--- config.mk ---
export PLATFORM = sky130hd
export DESIGN_NAME = dds_dac_frame_ctrl
export DESIGN_NICKNAME = d
export VERILOG_FILES = /design/src/rtl/dds_dac_frame_ctrl_pkg.sv /design/src/rtl/dds_dac_frame_ctrl_shift.sv /design/src/rtl/dds_dac_frame_ctrl.sv
export SDC_FILE = /design/constraint.sdc
export NUM_CORES = 1
export LEC_CHECK = 0
export CAP_MARGIN = 20
export CORE_ASPECT_RATIO = 1.4
export CORE_MARGIN = 2
export CORE_UTILIZATION = 45
export CTS_BUF_LIST = sky130_fd_sc_hd__clkbuf_4 sky130_fd_sc_hd__clkbuf_8 sky130_fd_sc_hd__clkbuf_16
export DETAILED_ROUTE_END_ITERATION = 10
export PLACE_DENSITY_LB_ADDON = 0.1
export SLEW_MARGIN = 20
export SYNTH_ARGS = -nofsm -noshare
export SYNTH_HDL_FRONTEND = slang
export SYNTH_SLANG_ARGS = --single-unit
--- constraint.sdc ---
create_clock -name Clk -period 1.42 [get_ports Clk]
set_input_delay 0.213 -clock Clk [delete_from_list [all_inputs] [get_ports Clk]]
set_output_delay 0.213 -clock Clk [all_outputs]
set_load 0.01 [all_outputs]
--- src/rtl/dds_dac_frame_ctrl_pkg.sv ---
// Shared DDS DAC framing definitions.
// State encoding, default sizes and counter-width helper.
package dds_dac_frame_ctrl_pkg;

  localparam int DDS_DATA_W     = 12;
  localparam int DDS_GAP_CYCLES = 2;

  typedef enum logic [1:0] {
    ST_IDLE  = 2'd0,
    ST_SHIFT = 2'd1,
    ST_GAP   = 2'd2
  } dds_state_t;

  // Bits needed to hold 0..n, never less than one.
  function automatic int cnt_w(input int n);
    int w;
    w = $clog2(n + 1);
    return (w < 1) ? 1 : w;
  endfunction

endpackage

--- src/rtl/dds_dac_frame_ctrl_shift.sv ---
// DAC serialiser shift register.
// Parallel load, left shift with zero fill, MSB out.
module dac_shift12 #(
  parameter int W = 12
) (
  input  logic         i_clk,
  input  logic         i_rst,
  input  logic         i_load,
  input  logic [W-1:0] i_din,
  input  logic         i_shift,
  output logic         o_msb
);

  logic [W-1:0] r_sh;

  always_ff @(posedge i_clk) begin
    if (i_rst) begin
      r_sh <= '0;
    end else if (i_load) begin
      r_sh <= i_din;
    end else if (i_shift) begin
      r_sh <= {r_sh[W-2:0], 1'b0};
    end
  end

  assign o_msb = r_sh[W-1];

endmodule

--- src/rtl/dds_dac_frame_ctrl.sv ---
// DDS sample to serial DAC frame controller.
// One sample per frame, Cs_n framed, MSB first.
module dds_dac_frame_ctrl
  import dds_dac_frame_ctrl_pkg::*;
#(
  parameter int DATA_W     = DDS_DATA_W,
  parameter int GAP_CYCLES = DDS_GAP_CYCLES
) (
  input  logic              Clk,
  input  logic              Rst,
  input  logic [DATA_W-1:0] Samp,
  input  logic              Samp_Valid,
  output logic              Samp_Ready,
  output logic              Sdo,
  output logic              Cs_n,
  output logic              Busy,
  output logic              Frame_Done
);

  localparam int BIT_W = cnt_w(DATA_W);
  localparam int GAP_W = cnt_w(GAP_CYCLES);
  localparam int GAP_L = (GAP_CYCLES > 0) ? GAP_CYCLES - 1 : 0;

  localparam logic [BIT_W-1:0] BIT_LAST =
    BIT_W'(DATA_W - 1);
  localparam logic [GAP_W-1:0] GAP_LAST =
    GAP_W'(GAP_L);

  dds_state_t       r_state;
  logic [BIT_W-1:0] r_bit_cnt;
  logic [GAP_W-1:0] r_gap_cnt;
  logic             r_cs_n;
  logic             r_done;

  logic w_accept;
  logic w_shift_en;
  logic w_msb;

  assign Samp_Ready = (r_state == ST_IDLE) && !Rst;
  assign w_accept   = Samp_Valid && Samp_Ready;
  assign w_shift_en = (r_state == ST_SHIFT);

  dac_shift12 #(
    .W (DATA_W)
  ) u_shift (
    .i_clk   (Clk),
    .i_rst   (Rst),
    .i_load  (w_accept),
    .i_din   (Samp),
    .i_shift (w_shift_en),
    .o_msb   (w_msb)
  );

  always_ff @(posedge Clk) begin
    if (Rst) begin
      r_state   <= ST_IDLE;
      r_bit_cnt <= '0;
      r_gap_cnt <= '0;
      r_cs_n    <= 1'b1;
      r_done    <= 1'b0;
    end else begin
      r_done <= 1'b0;
      unique case (r_state)
        ST_IDLE: begin
          if (w_accept) begin
            r_state   <= ST_SHIFT;
            r_bit_cnt <= '0;
            r_cs_n    <= 1'b0;
          end
        end
        ST_SHIFT: begin
          r_bit_cnt <= r_bit_cnt + 1'b1;
          if (r_bit_cnt == BIT_LAST) begin
            r_cs_n    <= 1'b1;
            r_done    <= 1'b1;
            r_gap_cnt <= '0;
            // A zero gap returns straight to the accept cycle.
            if (GAP_CYCLES == 0) begin
              r_state <= ST_IDLE;
            end else begin
              r_state <= ST_GAP;
            end
          end
        end
        ST_GAP: begin
          if (r_gap_cnt == GAP_LAST) begin
            r_state <= ST_IDLE;
          end else begin
            r_gap_cnt <= r_gap_cnt + 1'b1;
          end
        end
        default: begin
          r_state <= ST_IDLE;
          r_cs_n  <= 1'b1;
        end
      endcase
    end
  end

  assign Sdo        = w_shift_en & w_msb;
  assign Cs_n       = r_cs_n;
  assign Busy       = (r_state != ST_IDLE);
  assign Frame_Done = r_done;

endmodule
==> impl_summary.md, run 1 <==
Worst setup path
Data arrives at the worst endpoint at 1.68 ns. For the worst setup path, the data required time is around 1.6 ns. The critical-path maximum fanout is 19.

The worst setup path is of the flip-flop to flip-flop kind. Among cell families on the critical path, the largest total delay comes from simple AND/OR/NAND/NOR gates. Walking the worst path, the cells encountered are buf_6 -> or4b_4 -> buf_12 -> a311oi_2. The buffers plus inverters on the worst setup path is 2.

STA classifies the critical path endpoint as a flip-flop. The slowest stage of the critical path is the or4b_4 cell. The launching element type of the critical path is a flip-flop. The maximum single-stage delay on the critical path is between 0.5 and 0.6 ns.

Global routing
The first global-routing pass estimated 4.06 mm of wire. The pin count of the biggest net entering global routing is 24. After global routing the overflow that remains totals 0.

The via count of the first global-routing pass is 934. Across every metal layer, demand over resource in global routing totals 0.195. The initial antenna violation count is 0.

Placement
The estimated wirelength of the detail-placed design is 1.58 mm. Summing all placed instances gives a cell area of 0.00135 mm^2. Routability-driven placement finished with a final weighted congestion of roughly 0.74. Input and output buffers added on the ports amount to 19.

The instance count after placement with tap cells included is approximately 160.

Die
The initial core utilization is 0.461. The width of the die is 45.4 um. The die covers around 0.0028 mm^2.

In this run the count of I/O pins placed on the die edge is 20. The floorplan die height is roughly 62 um. After floorplanning, the core was sized to cover ~0.0023 mm^2. The site row count is 21.

Power and ir drop
After layout, the design draws a total of 1.40 mW. The static leakage is 0.568 nW. The power density of the placed cells is around 940 mW/mm^2. The worst-case IR drop observed on VDD is between 0.6 and 0.7 mV.

STA
At the pin with the least slew margin, the transition time is 0.257 ns. Derived from the worst setup path, the maximum achievable clock frequency is 0.682 GHz. In the post-route analysis, the smallest setup slack over all paths is -0.0457 ns. The worst slew margin relative to its limit is 0.828. Of the available clock period, the critical path in the final layout requires 1.03. The number of failing setup endpoints in the final timing report is 12. The number of slew-limit violations in the final report is 0. After layout, the minimum clock period comes to roughly 1.5 ns. The final count of hold timing violations is 0.

Setup repair after global routing could not meet its margin everywhere. Clock skew on the completed layout was measured at 0.0142 ns.

Logic synthesis
The synthesized net count is between 100 and 150. The cell count after synthesis is 117. The synthesis-stage register bit count is 22. The register area share after synthesis is 0.409.

The total of warnings raised by yosys is 0. The area of the mapped netlist is ~0.0011 mm^2. dfxtp_1 takes more of the synthesized area than any other cell. Dividing the synthesized area by the synthesized cell count gives 9.21 um^2. In the post-synthesis netlist, the biggest area contributors are dfxtp_1 (41%), a311oi_2 (15%), nand2_1 (8.7%). The area share of the largest cell type after synthesis is 0.409. In this run, distinct cell masters in the synthesized netlist total 35.

Route
The detailed router finished its first iteration with 14 violations. The post-route DRC violation count is 0. The highest metal layer with signal wires is met4. The met2 layer wire length in the routed design is 1.26 mm.

Once detail routing completed, the nets flagged for antenna violations numbered 0. Dividing the detail-routed wire length by the instance count gives around 14 um. After detailed routing, the total wire length is 2.39 mm. The via count is 954. After detailed routing, the wire length on met1 is 1.05 mm. For this run, the detailed router's first-pass iteration total came to 4. Summed over all nets, wire length on met3 after detailed routing comes to 62 um. Using the TritonRoute via totals, the vias-per-cell ratio works out to 5.64.

Final layout
The sequential cells in the finished layout cover a total of 445 um^2. The layout net count is 164. The growth of design area from synthesis to finish is 37.7%. The area of all placed cells without fillers is 0.00148 mm^2. Once layout is complete, the cells apart from fillers number approximately 170.

The share of cells above drive strength 1 is 0.363. Fill cells in the final layout number approximately 210. The number of diodes is 0.

The combined area of the multi-input logic cells is a little over 600 um^2.

Clock network
The clock passes through at most 2 buffers. The number of H-tree branching levels is 1. The clock insertion delay at the later pin of the skew report is 0.31 ns. The number of clock buffers added by TritonCTS is 3. The cell sitting at the root of the clock tree is a clkbuf_4.

The number of clock sinks is 22. The clock-pin slew of the registers on the worst-case setup and hold paths is 0.11 ns. TritonCTS built the clock tree.

Flow run
The number of maximum-capacitance violations is 0.

Run status
The run finished, with violations left. The checks that failed: negative setup slack.

Worst hold path
In this run the worst hold path is classified as input pin to flip-flop.
## where the power goes
group	switching, mW	internal, mW
registers	0.0210	0.650
logic	0.117	0.130
clock network	0.192	0.285
total	0.330	1.07
## stage by stage
| stage | util | hold slack [ns] | setup TNS, ns | setup WS, ns |
|---|---|---|---|---|
| after floorplan | - | 0.361 | -0.116 | -0.0236 |
| after global placement | 0.575 | 0.462 | -6.60 | -0.346 |
| after detailed placement | 0.575 | 0.463 | -7.05 | -0.376 |
| after CTS | 0.622 | 0.470 | -0.361 | -0.0508 |
| after global routing | 0.635 | 0.474 | -0.942 | -0.0831 |
| final | 0.635 | 0.472 | -0.297 | -0.0457 |
## Yosys cell counts (all sizes together)
library cell  number
a311o              1
nand2             25
clkbuf             3
nand3              5
inv                2
a31o               1
o21a               1
o31ai              1
a21o               1
or2                1
and2               1
or2b               1
a311oi            12
nand4              1
a31oi              1
a41oi              1
ha                 2
a21oi              4
dfxtp             22
nor3b              1
and4bb             1
or4b               2
buf                7
a211oi             2
nor2b              2
nor2              14
a221o              1
nor3               1
## final timing paths
check                                      from              end  slack, ns  cells after the start
worst max-delay path                 r_state[0]  u_shift.r_sh[3]      -0.05                      4
worst min-delay path                    Samp[0]  u_shift.r_sh[0]       0.47                      3
worst max register to register       r_state[0]  u_shift.r_sh[3]      -0.05                      4
worst min register to register  u_shift.r_sh[0]  u_shift.r_sh[0]       0.49                      2
## kinds of logic (layout without fill, tap and decap cells)
kind of cell / after synthesis / count (layout) / share of synthesized area
adder cells (fa/ha/maj): 2 / 2 / 0.0232
flip-flops: 22 / 22 / 0.409
AO/OA/AOI/OAI: 26 / 26 / 0.260
AND/OR/NAND/NOR: 55 / 55 / 0.237
buffers and inverters: 12 / 41 / 0.0708
## flip-flops by register name (all words and copies together) (netlist names)
name          count
Cs_n              1
u_shift.r_sh     12
r_gap_cnt         2
r_state           2
Frame_Done        1
r_bit_cnt         4
## metal layers
layer  global-route usage  vias up
li1                     -      478
met1                0.226      457
met2                0.355       17
met3               0.0260        2
met4               0.0756        0
met5                    0        -
## worst reg2reg max path, cell delays in order (launching register included)
cell	delay, ns
dfxtp_2	0.36
buf_6	0.12
or4b_4	0.52
buf_12	0.18
a311oi_2	0.21
## layout make-up
type,count,share of cell area
clock buffer,3,0.0152
clock inverter,1,0.0202
inverter,2,0.00506
multi-input combinational,83,0.419
sequential,22,0.300
tap,23,0.0194
timing repair buffer,35,0.221
## placed cells by master (no fill, tap or decap), drive strengths merged, types with 2 or more instances in the layout
master         count
a211oi             2
a21oi              4
a311oi            12
buf               17
clkbuf             5
clkdlybuf4s50     14
dfxtp             22
dlymetal6s2s       2
ha                 2
inv                2
nand2             25
nand3              5
nor2              14
nor2b              2
or4b               2
## repair_timing
| item | CTS | global route |
|---|---|---|
| hold buffers | 0 | 0 |
| buffers inserted | 1 | 1 |
| pin swaps | 3 | 1 |
| setup endpoints to repair | 23 | 22 |
| gates resized for setup | 24 | 11 |
| hold endpoints to repair | 0 | 0 |
(Power assumes the default switching activity.)
==> run 2, diff against run 1 <==
--- a/config.mk
+++ b/config.mk
@@ -11,7 +11,9 @@
 export CORE_UTILIZATION = 45
 export CTS_BUF_LIST = sky130_fd_sc_hd__clkbuf_4 sky130_fd_sc_hd__clkbuf_8 sky130_fd_sc_hd__clkbuf_16
 export DETAILED_ROUTE_END_ITERATION = 10
+export GPL_TIMING_DRIVEN = 1
 export PLACE_DENSITY_LB_ADDON = 0.1
+export REMOVE_ABC_BUFFERS = 1
 export SLEW_MARGIN = 20
 export SYNTH_ARGS = -nofsm -noshare
 export SYNTH_HDL_FRONTEND = slang
==> impl_summary.md, run 2 (synthesis gave the netlist of run 1 again) <==
Run status
The flow ran to the end, but the final reports show violations. The checks that failed: negative setup slack.

Clock network
The number of H-tree branching levels is 1. TritonCTS built the clock tree. The clock passes through at most 2 buffers. Clock tree synthesis found a total of 22 sinks. The number of buffers added by the clock tree synthesis step is 3. In this run, post-CTS hold repair placed 0 buffers. The clock insertion delay at the later pin of the skew report is around 0.32 ns. After clock tree synthesis, the clock-pin slew on the worst setup and hold paths is 0.11 ns. The clock tree root driver cell is clkbuf_4.

Power and ir drop
The internal portion of the total power is 0.949 mW. The power density of the placed cells is roughly 860 mW/mm^2. The static leakage is 0.547 nW. The net switching power is 0.340 mW. Of the total power, the share spent switching nets is 0.264. Of the total power, registers draw 0.519. The relative contribution of the clock network to total power is 0.271. The worst-case IR drop observed on VDD is 0.724 mV.

The completed layout was analyzed and its total power is 1.29 mW. Of the total power, combinational logic draws 0.210.

Worst hold path
In this run the worst hold path is classified as input pin to flip-flop.

Placement
The routability-driven placement congestion ratio is approximately 0.8. The instance count after placement with tap cells included is 158. The count of buffers from port buffering is 19. The worst slack at placement is -0.410 ns. The estimated wirelength of the detail-placed design is between 1 and 1.5 mm. Summing all placed instances gives a cell area of around 0.0013 mm^2.

Die
The floorplan die height is 61.9 um. In this run the standard cell core region covers 0.00234 mm^2. The width of the die is 45.4 um.

The floorplan step defined a die boundary enclosing 0.00281 mm^2. The initial core utilization is 0.461. The count of pins on the block boundary is 20. The floorplan has 21 rows.

Final layout
The layout net count is 163. The number of non-filler instances in the completed layout is 168. The library cells used most frequently in the layout, excluding fill and tap cells, are nand2_1 (25), dfxtp_1 (19), clkdlybuf4s50_1 (15), a311oi_2 (11), buf_4 (10). The area of all placed cells without fillers is 0.00149 mm^2. The number of antenna diodes in the final layout is 0. The share of cells above drive strength 1 is 0.379. The area growth from synthesis to layout is 38.6%.

The largest registers in the layout are u_shift.r_sh x12, r_bit_cnt x4. The number of fill cells is around 200. The final design utilization is 0.638. The number of flip-flops in the largest register is 12. The register with the highest flop count is u_shift.r_sh. The library cell used most frequently in the layout, excluding fill and tap cells, is nand2_1.

Route
Wires add up to about 2.7 mm. The first-pass iteration count of the detailed router is 4. The routed layout has slightly below 1,000 vias. The detailed router finished its first iteration with 18 violations. The detail route stage leaves a number of antenna-violating nets equal to 0. The post-route DRC violation count is 0. The ratio of routed vias to standard cells is 5.82. After detailed routing, the average wire length per cell comes to 15.8 um.

Global routing
The initial antenna violation count was 0. The wire length of the first global-routing pass is 3.78 mm. The overall overflow remaining after global route is 0. The via count of the first global-routing pass is slightly below 900. In the global route stage, overall resource usage came out at 0.185.

The pin count of the biggest net entering global routing is 28.

STA
Timing would allow up to 0.650 GHz. Setup violations remaining at the end of the flow were counted as 19. The worst slew margin relative to its limit is 0.811. Adding up every negative setup slack in the final design gives -1.72 ns. The number of slew-limit violations in the final report is 0. After layout, the minimum clock period comes to 1.54 ns. The final period utilization is 1.08. Setup repair after global routing could not meet its margin everywhere. The tightest hold path in the finished design has a slack of 0.452 ns. The final count of hold timing violations is 0. The pin slew with the least headroom to its limit is 0.283 ns. The worst clock skew on the final layout is roughly 0.0055 ns. In the post-route analysis, the smallest setup slack over all paths is -0.119 ns.

Worst setup path
Walking the worst path, the cells encountered are buf_6 -> or4b_4 -> buf_12 -> a311oi_2. The kind of end point of the critical path is a flip-flop. The worst setup path is launched from a flip-flop. The critical path data required time is 1.65 ns. The critical-path maximum fanout is 14.

The critical path contains buffers and inverters numbering 2 combined. The critical path data arrival time is 1.77 ns. The kind of cell with the highest combined delay along the critical path is simple AND/OR/NAND/NOR gates. The start-to-end type of the worst setup path is flip-flop to flip-flop. The slowest cell on the critical path is or4b_4.

For this run, the slowest stage of the critical path takes 0.57 ns.

Flow run
The number of maximum-capacitance violations is 0.
-- run 2: final cells by class --
cell class	count	area (um^2)	area share
tap	23	28.8	0.0193
sequential	22	449	0.301
clock buffer	4	36.3	0.0243
timing repair buffer	34	347	0.232
multi-input combinational	83	624	0.418
inverter	2	7.51	0.00503
-- run 2: worst register-to-register path: cells and delay by family, from the launching register on --
kind                   cells  cell delay (ns)
and+or+nand+nor            1             0.57
buffers and inverters      2             0.30
AOI/OAI and AO/OA          1             0.21
DFF                        1             0.36
-- run 2: path summary, 6_finish.rpt --
path | to | slack, ns | cells past startpoint | start
max | u_shift.r_sh[2] | -0.12 | 4 | r_state[0]
min | u_shift.r_sh[0] | 0.45 | 3 | Samp[0]
max reg2reg | u_shift.r_sh[2] | -0.12 | 4 | r_state[0]
min reg2reg | u_shift.r_sh[0] | 0.48 | 2 | u_shift.r_sh[0]
-- run 2: power by group through the flow --
| stage | combinational [mW] | sequential, mW | clock (mW) |
|---|---|---|---|
| floorplan | 0.106 | 0.683 | 0 |
| global placement | 0.213 | 0.687 | 0 |
| detailed placement | 0.216 | 0.686 | 0 |
| CTS | 0.243 | 0.668 | 0.347 |
| global route | 0.290 | 0.674 | 0.376 |
| finish | 0.270 | 0.669 | 0.349 |
-- run 2: routing by layer --
layer	wire length (um)	GRT usage	vias to the layer above
met4	119	0.126	0
met5	0	0	-
met3	95	0.0260	8
met1	1050	0.216	462
li1	-	-	478
met2	1390	0.310	29
-- run 2: repair_timing --
| item | CTS | global route |
|---|---|---|
| endpoints found under the setup margin | 24 | 22 |
| pin swaps | 3 | 5 |
| setup buffers | 4 | 0 |
| gates resized for setup | 27 | 13 |
| gates cloned | 0 | 2 |
